$ cat config.mk
export PLATFORM = sky130hd
export DESIGN_NAME = wr_fifo_stream_packer
export DESIGN_NICKNAME = d
export VERILOG_FILES = /design/src/rtl/wr_fifo_pkg.sv /design/src/rtl/wr_fifo_out_slot.sv /design/src/rtl/wr_fifo_stream_packer.sv
export SDC_FILE = /design/constraint.sdc
export NUM_CORES = 1
export LEC_CHECK = 0
export BUFFER_PORTS_ARGS = -buffer_cell sky130_fd_sc_hd__buf_2
export CORE_MARGIN = 2
export CORE_UTILIZATION = 35
export DETAILED_ROUTE_END_ITERATION = 7
export PLACE_DENSITY = 0.64
export SYNTH_ARGS = -nofsm -noshare
export SYNTH_HDL_FRONTEND = slang
export SYNTH_SLANG_ARGS = --single-unit
$ cat constraint.sdc
create_clock -name clk -period 2.2 [get_ports clk]
set_input_delay 0.11 -clock clk [delete_from_list [all_inputs] [get_ports clk]]
set_output_delay 0.11 -clock clk [all_outputs]
set_load 0.02 [all_outputs]
$ cat src/rtl/wr_fifo_pkg.sv
// Shared constants and helpers for the write-side FIFO stream packer.
// Holds the lane-index width function, the legal-ratio check and the
// default pad value used for the unused lanes of a short final word.
package wr_fifo_pkg;

    // Smallest and largest supported beats-per-word ratios.
    localparam int c_MIN_RATIO = 2;
    localparam int c_MAX_RATIO = 64;

    // Default fill for unused lanes of a short (in_last-terminated) word.
    localparam int c_DEFAULT_PAD = 0;

    // Ceiling log2, used to size the lane index (value >= 2 in practice).
    function automatic int clog2(input int value);
        int r;
        r = 0;
        for (int i = 0; i < 31; i++) begin
            if ((1 << i) < value) begin
                r = i + 1;
            end
        end
        return r;
    endfunction

    // A ratio is legal when it is a power of two within the supported range.
    function automatic bit ratio_is_legal(input int ratio);
        return (ratio >= c_MIN_RATIO) && (ratio <= c_MAX_RATIO) &&
               ((ratio & (ratio - 1)) == 0);
    endfunction

endpackage

$ cat src/rtl/wr_fifo_out_slot.sv
// Single-entry output register in front of a FIFO write port.
//
// Handshake: a word is offered on wr_data while wr_en is high and moves to
// the FIFO on any cycle with wr_en & wr_vld; wr_data/wr_en are registered
// and stay stable until that happens. space tells the producer a load may
// be issued this cycle (slot empty, or draining right now), so a load in
// the same cycle as a drain refills the slot with no bubble.
module wr_fifo_out_slot #(
    parameter int c_WIDTH = 32
) (
    input  logic               clk,
    input  logic               rst_n,
    input  logic               load,
    input  logic [c_WIDTH-1:0] load_data,
    input  logic               wr_vld,
    output logic               space,
    output logic [c_WIDTH-1:0] wr_data,
    output logic               wr_en
);

    logic               out_full;
    logic [c_WIDTH-1:0] out_q;

    // Slot register: load wins over drain so a simultaneous pair keeps it full.
    always_ff @(posedge clk or negedge rst_n) begin
        if (!rst_n) begin
            out_full <= 1'b0;
            out_q    <= '0;
        end else if (load) begin
            out_q    <= load_data;
            out_full <= 1'b1;
        end else if (out_full && wr_vld) begin
            out_full <= 1'b0;
        end
    end

    assign space   = ~out_full | wr_vld;
    assign wr_en   = out_full;
    assign wr_data = out_q;

endmodule

$ cat src/rtl/wr_fifo_stream_packer.sv
// Narrow-to-wide stream packer feeding the write port of the write-side
// prefetch FIFO. Collects c_RATIO input beats into one output word, least
// significant lane first; in_last closes a word early and the lanes above
// the last live beat are filled with c_PAD_VALUE.
//
// Optional feature: define WR_FIFO_PACKER_STATS_EN to add the saturating
// counters stat_words (words written) and stat_pad_words (written words
// that carry at least one pad lane).
//
// Handshake: an input beat is taken on in_valid & in_ready; in_ready is
// combinational (~out_full | wr_vld). A packed word moves to the FIFO on
// wr_en & wr_vld and is held stable while wr_en & ~wr_vld.
module wr_fifo_stream_packer
    import wr_fifo_pkg::*;
#(
    parameter int                    c_IN_WIDTH  = 8,
    parameter int                    c_OUT_WIDTH = 32,
    parameter logic [c_IN_WIDTH-1:0] c_PAD_VALUE = c_IN_WIDTH'(c_DEFAULT_PAD)
) (
    input  logic                   clk,
    input  logic                   rst_n,
    input  logic [c_IN_WIDTH-1:0]  in_data,
    input  logic                   in_valid,
    input  logic                   in_last,
    output logic                   in_ready,
    output logic [c_OUT_WIDTH-1:0] wr_data,
    output logic                   wr_en,
    input  logic                   wr_vld
`ifdef WR_FIFO_PACKER_STATS_EN
    ,
    output logic [31:0]            stat_words,
    output logic [31:0]            stat_pad_words
`endif
);

    localparam int c_RATIO = c_OUT_WIDTH / c_IN_WIDTH;
    localparam int c_IDX_W = clog2(c_RATIO);
    localparam bit c_CFG_OK = ratio_is_legal(c_RATIO) &&
                              (c_RATIO * c_IN_WIDTH == c_OUT_WIDTH);

    generate
        if (!c_CFG_OK) begin : g_bad_cfg
            $error("wr_fifo_stream_packer: unsupported width ratio");
        end
    endgenerate

    logic [c_RATIO-1:0][c_IN_WIDTH-1:0] asm_q;
    logic [c_RATIO-1:0][c_IN_WIDTH-1:0] close_word;
    logic [c_IDX_W-1:0]                 idx;
    logic                               accept;
    logic                               last_lane;
    logic                               closing;
    logic                               space;

    assign accept    = in_valid & in_ready;
    assign last_lane = (idx == c_IDX_W'(c_RATIO - 1));
    assign closing   = accept & (in_last | last_lane);
    assign in_ready  = space;

    // Word as it leaves on a closing beat: stored lanes below idx, the
    // incoming beat at idx, pad above it.
    always_comb begin
        close_word = '0;
        for (int l = 0; l < c_RATIO; l++) begin
            if (l < int'(idx)) begin
                close_word[l] = asm_q[l];
            end else if (l == int'(idx)) begin
                close_word[l] = in_data;
            end else begin
                close_word[l] = c_PAD_VALUE;
            end
        end
    end

    // Lane assembly: store each accepted beat and advance or wrap the index.
    always_ff @(posedge clk or negedge rst_n) begin
        if (!rst_n) begin
            asm_q <= '0;
            idx   <= '0;
        end else if (accept) begin
            asm_q[idx] <= in_data;
            if (closing) begin
                idx <= '0;
            end else begin
                idx <= idx + c_IDX_W'(1);
            end
        end
    end

    wr_fifo_out_slot #(
        .c_WIDTH(c_OUT_WIDTH)
    ) u_out_slot (
        .clk      (clk),
        .rst_n    (rst_n),
        .load     (closing),
        .load_data(close_word),
        .wr_vld   (wr_vld),
        .space    (space),
        .wr_data  (wr_data),
        .wr_en    (wr_en)
    );

`ifdef WR_FIFO_PACKER_STATS_EN
    logic pad_q;
    logic xfer;

    assign xfer = wr_en & wr_vld;

    // Remember whether the word now in the slot was closed short.
    always_ff @(posedge clk or negedge rst_n) begin
        if (!rst_n) begin
            pad_q <= 1'b0;
        end else if (closing) begin
            pad_q <= ~last_lane;
        end
    end

    // Saturating counters of words written and padded words written.
    always_ff @(posedge clk or negedge rst_n) begin
        if (!rst_n) begin
            stat_words     <= '0;
            stat_pad_words <= '0;
        end else if (xfer) begin
            if (stat_words != 32'hFFFF_FFFF) begin
                stat_words <= stat_words + 32'd1;
            end
            if (pad_q && (stat_pad_words != 32'hFFFF_FFFF)) begin
                stat_pad_words <= stat_pad_words + 32'd1;
            end
        end
    end
`endif

endmodule

# Word level (Yosys, flattened, before mapping)
# Index checks and enable logic that the tools add are counted.
# Widths: inputs -> output; s select.
dict set report classes {
  n_bitwise 5
  reduce_logical 4
  n_addsub 1
  magnitude_cmp 5
  n_eq_ne 4
  muxes 13
}
# operator count
set ops {}
lappend ops {{$mux 8} 8}
lappend ops {{$bwmux 32} 1}
lappend ops {{$demux 8 s2} 1}
lappend ops {{$eq 2x2->1 const A} 2}
lappend ops {{$lt 1x2->1 const A} 2}
lappend ops {{$lt 2x3->1 const B} 1}
lappend ops {{$add 2x1->2 const B} 1}
lappend ops {{$and 1x1->1} 2}
lappend ops {{$eq 1x2->1 const A} 1}
lappend ops {{$eq 2x2->1 const B} 1}
lappend ops {{$ge 2x1->1 const B} 1}
lappend ops {{$logic_and 1x1->1} 2}
lappend ops {{$logic_not 2->1} 1}
lappend ops {{$lt 2x2->1 const A} 1}
lappend ops {{$mux 1} 2}
lappend ops {{$mux 2} 1}
lappend ops {{$or 1x1->1} 2}
lappend ops {{$reduce_bool 2->1} 1}
lappend ops {{$not 1->1} 1}
dict set report totals {
  out_inout_bits 34
  ff_bits 67
  word_cells 39
  inputBits 13
}

# Depth between registers and ports, before layout
# Gate-level depths: netlist (run 1).
dict set report depth {
  ltp_word 5
  ltp_mapped 8
  depth_no_buf 5
}

# Cells and area by module
# Synthesis (run 1) repeated with hierarchy kept, for this count alone.
dict set report hier_totals {
  cells_unflattened 207
  area_unflattened_um2 2813.9
}
# module seq_area_each_um2 instances cells_per_inst area_each_um2
set by_module_without_submodules {}
lappend by_module_without_submodules {wr_fifo_stream_packer 650.6 1 136 1435.1}
lappend by_module_without_submodules {wr_fifo_out_slot 825.8 1 71 1378.8}

# Least setup slack after synthesis (run 1)
# No wires, ideal clock.
dict set report synth_timing {
  path_type {register to register}
  startpoint {register idx[1]}
  endpoint {register u_out_slot.out_q[1] (netlist: u_out_slot.wr_data[1])}
  setup_slack_ps 351
  path_stages_with_launch 8
  setup_ps 125
  synth_period_minus_slack_ps 1849
  t_required_ps 2075
  arrival_ps 1724
  path_buffers 3
  path_cell_list {dfrtp_1 buf_2 clkbuf_1 inv_1 ha_1 buf_2 mux2_2 mux2_4}
}
dict set report synth_via {
  elab_chain_len 3
  word_cells_on_any_way 7
  classes_between {order compare: 1; eq/ne: 1; mux: 2; bitwise: 2; reduce/logical: 1}
}
# item line_no
set synth_lines {}
lappend synth_lines {{start: declaration} wr_fifo_stream_packer.sv:49} ;# logic [c_IDX_W-1:0] idx;
lappend synth_lines {{start signal: assignment} wr_fifo_stream_packer.sv:85} ;# idx <= idx + c_IDX_W'(1);
lappend synth_lines {{$eq 2x2->1 / $logic_not 2->1 (equally long branches)} {wr_fifo_stream_packer.sv:56, wr_fifo_stream_packer.sv:67}}
lappend synth_lines {{$or 1x1->1 / $mux 8 (equally long branches)} {wr_fifo_stream_packer.sv:57, wr_fifo_stream_packer.sv:67}}
lappend synth_lines {{$and 1x1->1 / $mux 8 (equally long branches)} {wr_fifo_stream_packer.sv:57, wr_fifo_stream_packer.sv:65}}
lappend synth_lines {{end signal: assignment} wr_fifo_out_slot.sv:30} ;# out_q <= load_data;
lappend synth_lines {{end: declaration} wr_fifo_out_slot.sv:22} ;# logic [c_WIDTH-1:0] out_q;
# Several ways; a longest one is shown, not always the timed one.
# A chain may end at the register's enable or synchronous reset.

# Worst setup path in the final report (run 1)
dict set report layout_timing {
  startpoint {register idx[0]}
  endpoint {register u_out_slot.out_q[26] (netlist: u_out_slot.wr_data[26])}
}
dict set report layout_via {
  elab_chain_len 3
  word_cells_on_any_way 5
  classes_between {eq/ne: 2; mux: 1; bitwise: 2}
}
# item line_no
set layout_lines {}
lappend layout_lines {{$eq 2x2->1} wr_fifo_stream_packer.sv:56} ;# assign last_lane = (idx == c_IDX_W'(c_RATIO - 1));
lappend layout_lines {{$or 1x1->1} wr_fifo_stream_packer.sv:57} ;# assign closing = accept & (in_last | last_lane);
lappend layout_lines {{$and 1x1->1} wr_fifo_stream_packer.sv:57}
# Several ways; a longest one is shown, not always the timed one.

==> results by group, run 1 <==
Cells and area
  – Area Growth Syn to Fin: 17.30%
  – Diodes inserted: 0
  – Fillers: 758
  – Nets: around 270
  – Final core occ: 0.4183
  – Layout cells sized above 1: 0.4767

STA
  – Final setup vio count: 0
  – Max-slew violations: 0
  – Worst slew pin tran: 0.7509 ns
  – Hold slack: 0.1081 ns
  – Slew margin rel.: 0.4994
  – Skew final: just under 0.007 ns
  – Crit path time final: between 1.5 and 2 ns
  – Max Freq: 0.5249 GHz
  – Hold violation total from the final report: 0
  – Tcrit/Tclk final: 0.8660
  – Total Negative Setup Slacks: 0 ns
  – RSZ-0062 raised after global routing: no

Floorplanning
  – Top Ports: 47
  – Die Area: about 8500 sq um
  – Core Region: 7607 sq um
  – DIE HEIGHT: 92.04 microns
  – Starting Density: 0.3566
  – Placement Rows: 32
  – Die W: 92.04 microns

Detailed routing
  – Via Count: 1,682
  – Antenna Nets Post-Route: 0
  – DR DRC count: 0
  – Via density per instance: between 4 and 5
  – DR iter-0 viols: 66
  – Avg WL per Cell: 15.33 microns
  – Drt pass-1 iters: 4
  – Total wire length: 5.519 mm

Yosys
  – Flops & latches, synth: a little under 60
  – Yosys cell types: 18
  – Yosys warns: 0
  – Syn Inst Count: between 200 and 250
  – Post-Syn Area: around 2700 sq um
  – Sequential area share after synthesis: 0.5443
  – Avg Synthesized Cell Area: 13.36 sq um
  – Post-synth net total: 221

Critical path
  – Max FO, Critical Path: 30
  – Max stage delay on crit path: 0.51 ns
  – Worst EP arrival: 2.12 ns
  – Critical path buffer and inverter count: 1
  – CP Launch Type: register
  – CP Capture Type: register
  – Type of the worst setup path: reg2reg
  – CP top delay family: simple AND/OR/NAND/NOR gates
  – Crit-path slowest cell: nand3b_4
  – CP Data Required Time: ~2.4 ns
  – Ordered list of cells on the worst path: ha_1, nor2_1, nand3b_4, buf_4, a22o_1

Place
  – Dpl hpwl: 3.592 mm
  – Buffers added on ports: 46
  – Gpl congestion: 0.7480

Global route
  – Initial antenna violation count: 0
  – Vias in the first global route: 1,742
  – Total GRT Usage: 0.1448
  – First-pass GRT wire length: 9.170 mm
  – GRT overflow: 0
  – Largest net degree at the start of global routing: 60

Power
  – Pwr dens: roughly 1400 nW/um^2
  – VDD IR-drop max: 0.4953 mV
  – P_leak: around 1.6 nW

Clocking
  – CTS Sinks: 59
  – CTS tree: done
  – CTS root buf: clkbuf_8
  – Reg clk slew, reported paths: 0.06 ns
  – CTS Buf Count: 9
  – CTS Buffer Depth: 2
  – H-tree depth: 3
  – Setup bufs post-CTS: 0
  – Insertion delay to the later sink of the worst-skew pair: 0.33 ns

Flow run
  – MaxCap Viol Count: 0

Min path
  – Worst min path class: in2reg

Outcome
  – Status: completed
synth_stat cells, drive strengths merged:
master  count  area, sq um
and3        1        6.260
clkbuf      2        7.510
a22o        8        70.07
buf        10        75.07
nand3b      1        20.02
ha          5        62.56
nor3        1        5.000
dfrtp      59         1476
mux2i       1        10.01
inv         2        7.510
nand3       3        30.03
o21ai      16        80.08
nand2      35        131.4
nand2b      1        6.260
mux2       57        720.7
nor2        1        3.750
what timing repair did:
| action | 4_1_cts | 5_1_grt |
|---|---|---|
| hold buffers | 1 | 0 |
| gates resized for setup | 0 | 0 |
| hold endpoints to repair | 59 | 0 |
metrics by stage:
stage / instance area (sq um) / worst slack [ns] / total power [mW] / std cells
after global routing: 3182 / 0.1696 / 4.646 / 360
after floorplan: 2713 / 0.3507 / 3.083 / 203
after detailed placement: 3018 / 0.2840 / 3.571 / 343
final: 3182 / 0.2947 / 4.333 / 360
after global placement: 3018 / 0.3594 / 3.517 / 343
after CTS: 3182 / 0.2753 / 4.400 / 360
path summary, 6_finish.rpt:
kind	startpoint	to	cells past startpoint	slack [ns]
setup / recovery	idx[0]	u_out_slot.wr_data[26]	5	0.29
setup reg to reg	idx[0]	u_out_slot.wr_data[26]	5	0.29
hold / removal	in_last	idx[1]	4	0.11
max in group asynchronous	rst_n	idx[1]	3	1.24
hold reg to reg	asm_q[2]	asm_q[2]	1	0.50
min in group asynchronous	rst_n	u_out_slot.wr_data[22]	3	0.47
logic make-up after synthesis:
kind of cell	synth area share
AO/OA/AOI/OAI	0.05535
adder cells (fa/ha/maj)	0.02306
buffers and inverters	0.03321
flip-flops	0.5443
multiplexers	0.2694
AND/OR/NAND/NOR	0.07473
worst min-delay path: stages:
cell and delay, ns:
buf_2 0.11, nor2_1 0.05, nand2_1 0.06, mux2i_1 0.06
sequential cells by signal, indices dropped and copies added, names as in the netlist:
register / cells
u_out_slot.wr_data: 32
u_out_slot.wr_en: 1
asm_q: 24
idx: 2
final cells by class:
cell class	count	area, sq um	area share
Multi-Input combinational cell	130	1146	0.3602
Sequential cell	59	1476	0.4640
Clock inverter	3	15.01	0.004719
Tap cell	102	127.6	0.04011
Inverter	2	7.507	0.002359
Clock buffer	13	138.9	0.04365
Timing Repair Buffer	51	270.3	0.08494
power by group:
part / switching, mW / internal [mW]
Clock: 0.403 / 0.404
Combinational: 0.855 / 0.869
Sequential: 0.243 / 1.56
Total: 1.50 / 2.83
cells in the final DEF (no fill, tap or decap), drive strengths merged:
cell type	n
dfrtp	59
clkbuf	13
clkinv	3
nor2	1
a22o	8
nand3b	1
dlygate4sd3	1
buf	50
mux2	57
nor3	1
and3	1
mux2i	1
o21ai	16
ha	5
nand3	3
nand2	35
inv	2
nand2b	1
per-layer routing:
metal | vias to the layer above | share of wire | global-route usage
met5 | - | 0 | 0
met4 | 0 | 0.018 | 0.06716
met3 | 9 | 0.035 | 0.02958
met2 | 33 | 0.47 | 0.2163
met1 | 835 | 0.48 | 0.2023
li1 | 805 | - | -
Power figures use the tool's default switching activity.
==> run 2: changes to the inputs <==
--- a/config.mk
+++ b/config.mk
@@ -5,11 +5,11 @@
 export SDC_FILE = /design/constraint.sdc
 export NUM_CORES = 1
 export LEC_CHECK = 0
-export BUFFER_PORTS_ARGS = -buffer_cell sky130_fd_sc_hd__buf_2
 export CORE_MARGIN = 2
 export CORE_UTILIZATION = 35
 export DETAILED_ROUTE_END_ITERATION = 7
-export PLACE_DENSITY = 0.64
+export DONT_BUFFER_PORTS = 1
+export PLACE_DENSITY = 0.59
 export SYNTH_ARGS = -nofsm -noshare
 export SYNTH_HDL_FRONTEND = slang
 export SYNTH_SLANG_ARGS = --single-unit
==> constraint.sdc (replaced) <==
create_clock -name clk -period 2.4 [get_ports clk]
set_input_delay 0.12 -clock clk [delete_from_list [all_inputs] [get_ports clk]]
set_output_delay 0.12 -clock clk [all_outputs]
set_load 0.02 [all_outputs]
==> run 2 against run 1 <==
Design area shrank 2.0%; clock-buffer cell count shrank 3; sequential power grew 9%; largest cell class unchanged; clock power grew 10%; cell count shrank 9.7%.
==> results by group, run 2 (synthesis results as in run 1) <==
Outcome
  – Status: completed

Detailed routing
  – Routed length on met2: 3.025 mm (+18%)
  – Via Count: 1,583 (-5.9%)
  – Antenna Nets Post-Route: 0 (unchanged)
  – DR DRC count: 0 (unchanged)
  – DR WL met3: 331 microns (+73%)
  – Total wire length: 6.285 mm (+14%)
  – Avg WL per Cell: 19.34 microns (+26%)
  – DR iter-0 viols: 71 (+7.6%)
  – Top Layer Used: met4
  – Via density per instance: 4.871 (+4.2%)
  – Drt pass-1 iters: 4 (unchanged)
  – Met1 WL: 2.812 mm (+5.8%)

Floorplanning
  – DIE HEIGHT: 92.04 microns (unchanged)
  – Die W: 92.04 microns (unchanged)
  – Top Ports: 47 (unchanged)
  – Placement Rows: 32 (unchanged)
  – Starting Density: 0.3566 (unchanged)
  – Die Area: 8470 sq um (unchanged)
  – Core Region: 7607 sq um (unchanged)

STA
  – Crit path time final: 1.903 ns (-0.001852 ns)
  – Slew margin rel.: 0.6389 (+0.1395)
  – Skew final: 0.009600 ns (+0.002776 ns)
  – Max Freq: 0.5254 GHz (about the same)
  – Max-slew violations: 0 (unchanged)
  – Hold violation total from the final report: 0 (unchanged)
  – Hold slack: 0.05288 ns (-0.05517 ns)
  – Total Negative Setup Slacks: 0 ns (unchanged)
  – Tcrit/Tclk final: 0.7931 (-0.07294)
  – Final setup vio count: 0 (unchanged)
  – RSZ-0062 raised after global routing: no
  – Worst slew pin tran: 0.5417 ns (-0.2093 ns)

Global route
  – Vias in the first global route: 1,695 (-2.7%)
  – Largest net degree at the start of global routing: 60 (unchanged)
  – Initial antenna violation count: 0 (unchanged)
  – Total GRT Usage: 0.1652 (+0.02039)
  – GRT overflow: 0 (unchanged)
  – First-pass GRT wire length: 10.04 mm (+9.5%)

Cells and area
  – Number of flip-flops in the largest register: 32 (unchanged)
  – Area Growth Syn to Fin: 14.94%
  – Nets: 236 (-13%)
  – Diodes inserted: 0 (unchanged)
  – Commonest non-fill, non-tap cells in the layout: 59 x dfrtp_1, 36 x mux2_2, 35 x nand2_1, 21 x mux2_4, 16 x o21ai_0
  – Layout cells sized above 1: 0.3677 (-0.1090)
  – Commonest non-fill, non-tap cell in the layout: dfrtp_1

Clocking
  – CTS root buf: clkbuf_8
  – CTS tree: done
  – Insertion delay to the later sink of the worst-skew pair: 0.34 ns (about the same)
  – Resized Gates After CTS: 0 (unchanged)
  – CTS Buffer Depth: 2 (unchanged)
  – H-tree depth: 3 (unchanged)
  – CTS Buf Count: 9 (unchanged)
  – Reg clk slew, reported paths: 0.07 ns (about the same)
  – CTS Sinks: 59 (unchanged)

Critical path
  – CP Capture Type: register
  – Stages on worst setup path: 5 (unchanged)
  – Worst reg-to-reg path cell count: 5 (unchanged)
  – CP Launch Type: register
  – Max stage delay on crit path: 0.50 ns (about the same)
  – Ordered list of cells on the worst path: ha_1, nor2_1, nand3b_4, buf_4, a22o_1
  – Crit path from: idx[0]
  – CP Data Required Time: 2.62 ns (+0.21 ns)
  – Critical path buffer and inverter count: 1 (unchanged)
  – FF-to-FF Start: idx[0]
  – Worst EP arrival: 2.13 ns (about the same)
  – Crit path to: u_out_slot.wr_data[29]
  – Reg2reg setup slack: 0.50 ns (+0.20 ns)
  – CP top delay family: simple AND/OR/NAND/NOR gates
  – Crit-path slowest cell: nand3b_4
  – Max FO, Critical Path: 27 (-10%)
  – Reg2reg end: u_out_slot.wr_data[29]
  – Type of the worst setup path: reg2reg

Power
  – P_leak: 1.445 nW (-8.5%)
  – VDD IR-drop max: 0.3946 mV (-20%)
  – Pwr dens: 1264 nW/um^2 (-7.2%)

Flow run
  – MaxCap Viol Count: 0 (unchanged)

Place
  – Gpl congestion: 0.7190 (-3.9%)
  – Dpl hpwl: 3.453 mm (-3.9%)
  – Buffers added on ports: 0 (-100%)

Min path
  – Worst min path class: in2reg
==> run 2: stage by stage <==
step	setup WS, ns	utilization	total power, mW	cells	instance area [sq um]
floorplan	0.5507	-	2.826	203	2713
global placement	0.5563	0.3664	3.004	297	2788
detailed placement	0.4880	0.3664	3.033	297	2788
CTS	0.4807	0.4099	4.001	325	3118
global route	0.3941	0.4099	4.205	325	3118
finish	0.4965	0.4099	3.942	325	3118
==> run 2: how the worst min path moves through the flow <==
| stage | start | endpoint | slack, ns | cells past startpoint |
|---|---|---|---|---|
| after floorplan | rst_n | asm_q[0] | -0.18 | 0 |
| after global placement | rst_n | u_out_slot.wr_data[23] | -0.17 | 0 |
| after detailed placement | rst_n | u_out_slot.wr_data[18] | -0.17 | 0 |
| after CTS | in_data[4] | u_out_slot.wr_data[4] | 0.04 | 2 |
| after global routing | in_data[4] | u_out_slot.wr_data[4] | 0.04 | 2 |
| final | in_data[4] | u_out_slot.wr_data[4] | 0.05 | 2 |
==> run 2: final cells by class <==
cell class	instances	area, sq um
clock buffer	10	137.6
clock inverter	6	55.05
multi-input combinational	130	1146
timing repair buffer	16	167.7
fill	742	4489
inverter	2	7.507
tap	102	127.6
sequential	59	1476
==> run 2: report_power, final <==
group	total [mW]	switching, mW	internal [mW]
clock network	0.891	0.393	0.498
logic	1.09	0.425	0.661
registers	1.97	0.538	1.43
==> run 2: metal layers <==
metal	GRT usage	up-vias
met2	0.2512	33
met1	0.2128	806
met3	0.05752	9
met4	0.07463	0
li1	-	735
met5	0	-
==> run 2: timing repair <==
item                                   CTS  global route
hold buffers                            12             0
endpoints found under the hold margin   92             0
setup buffers                            0             0
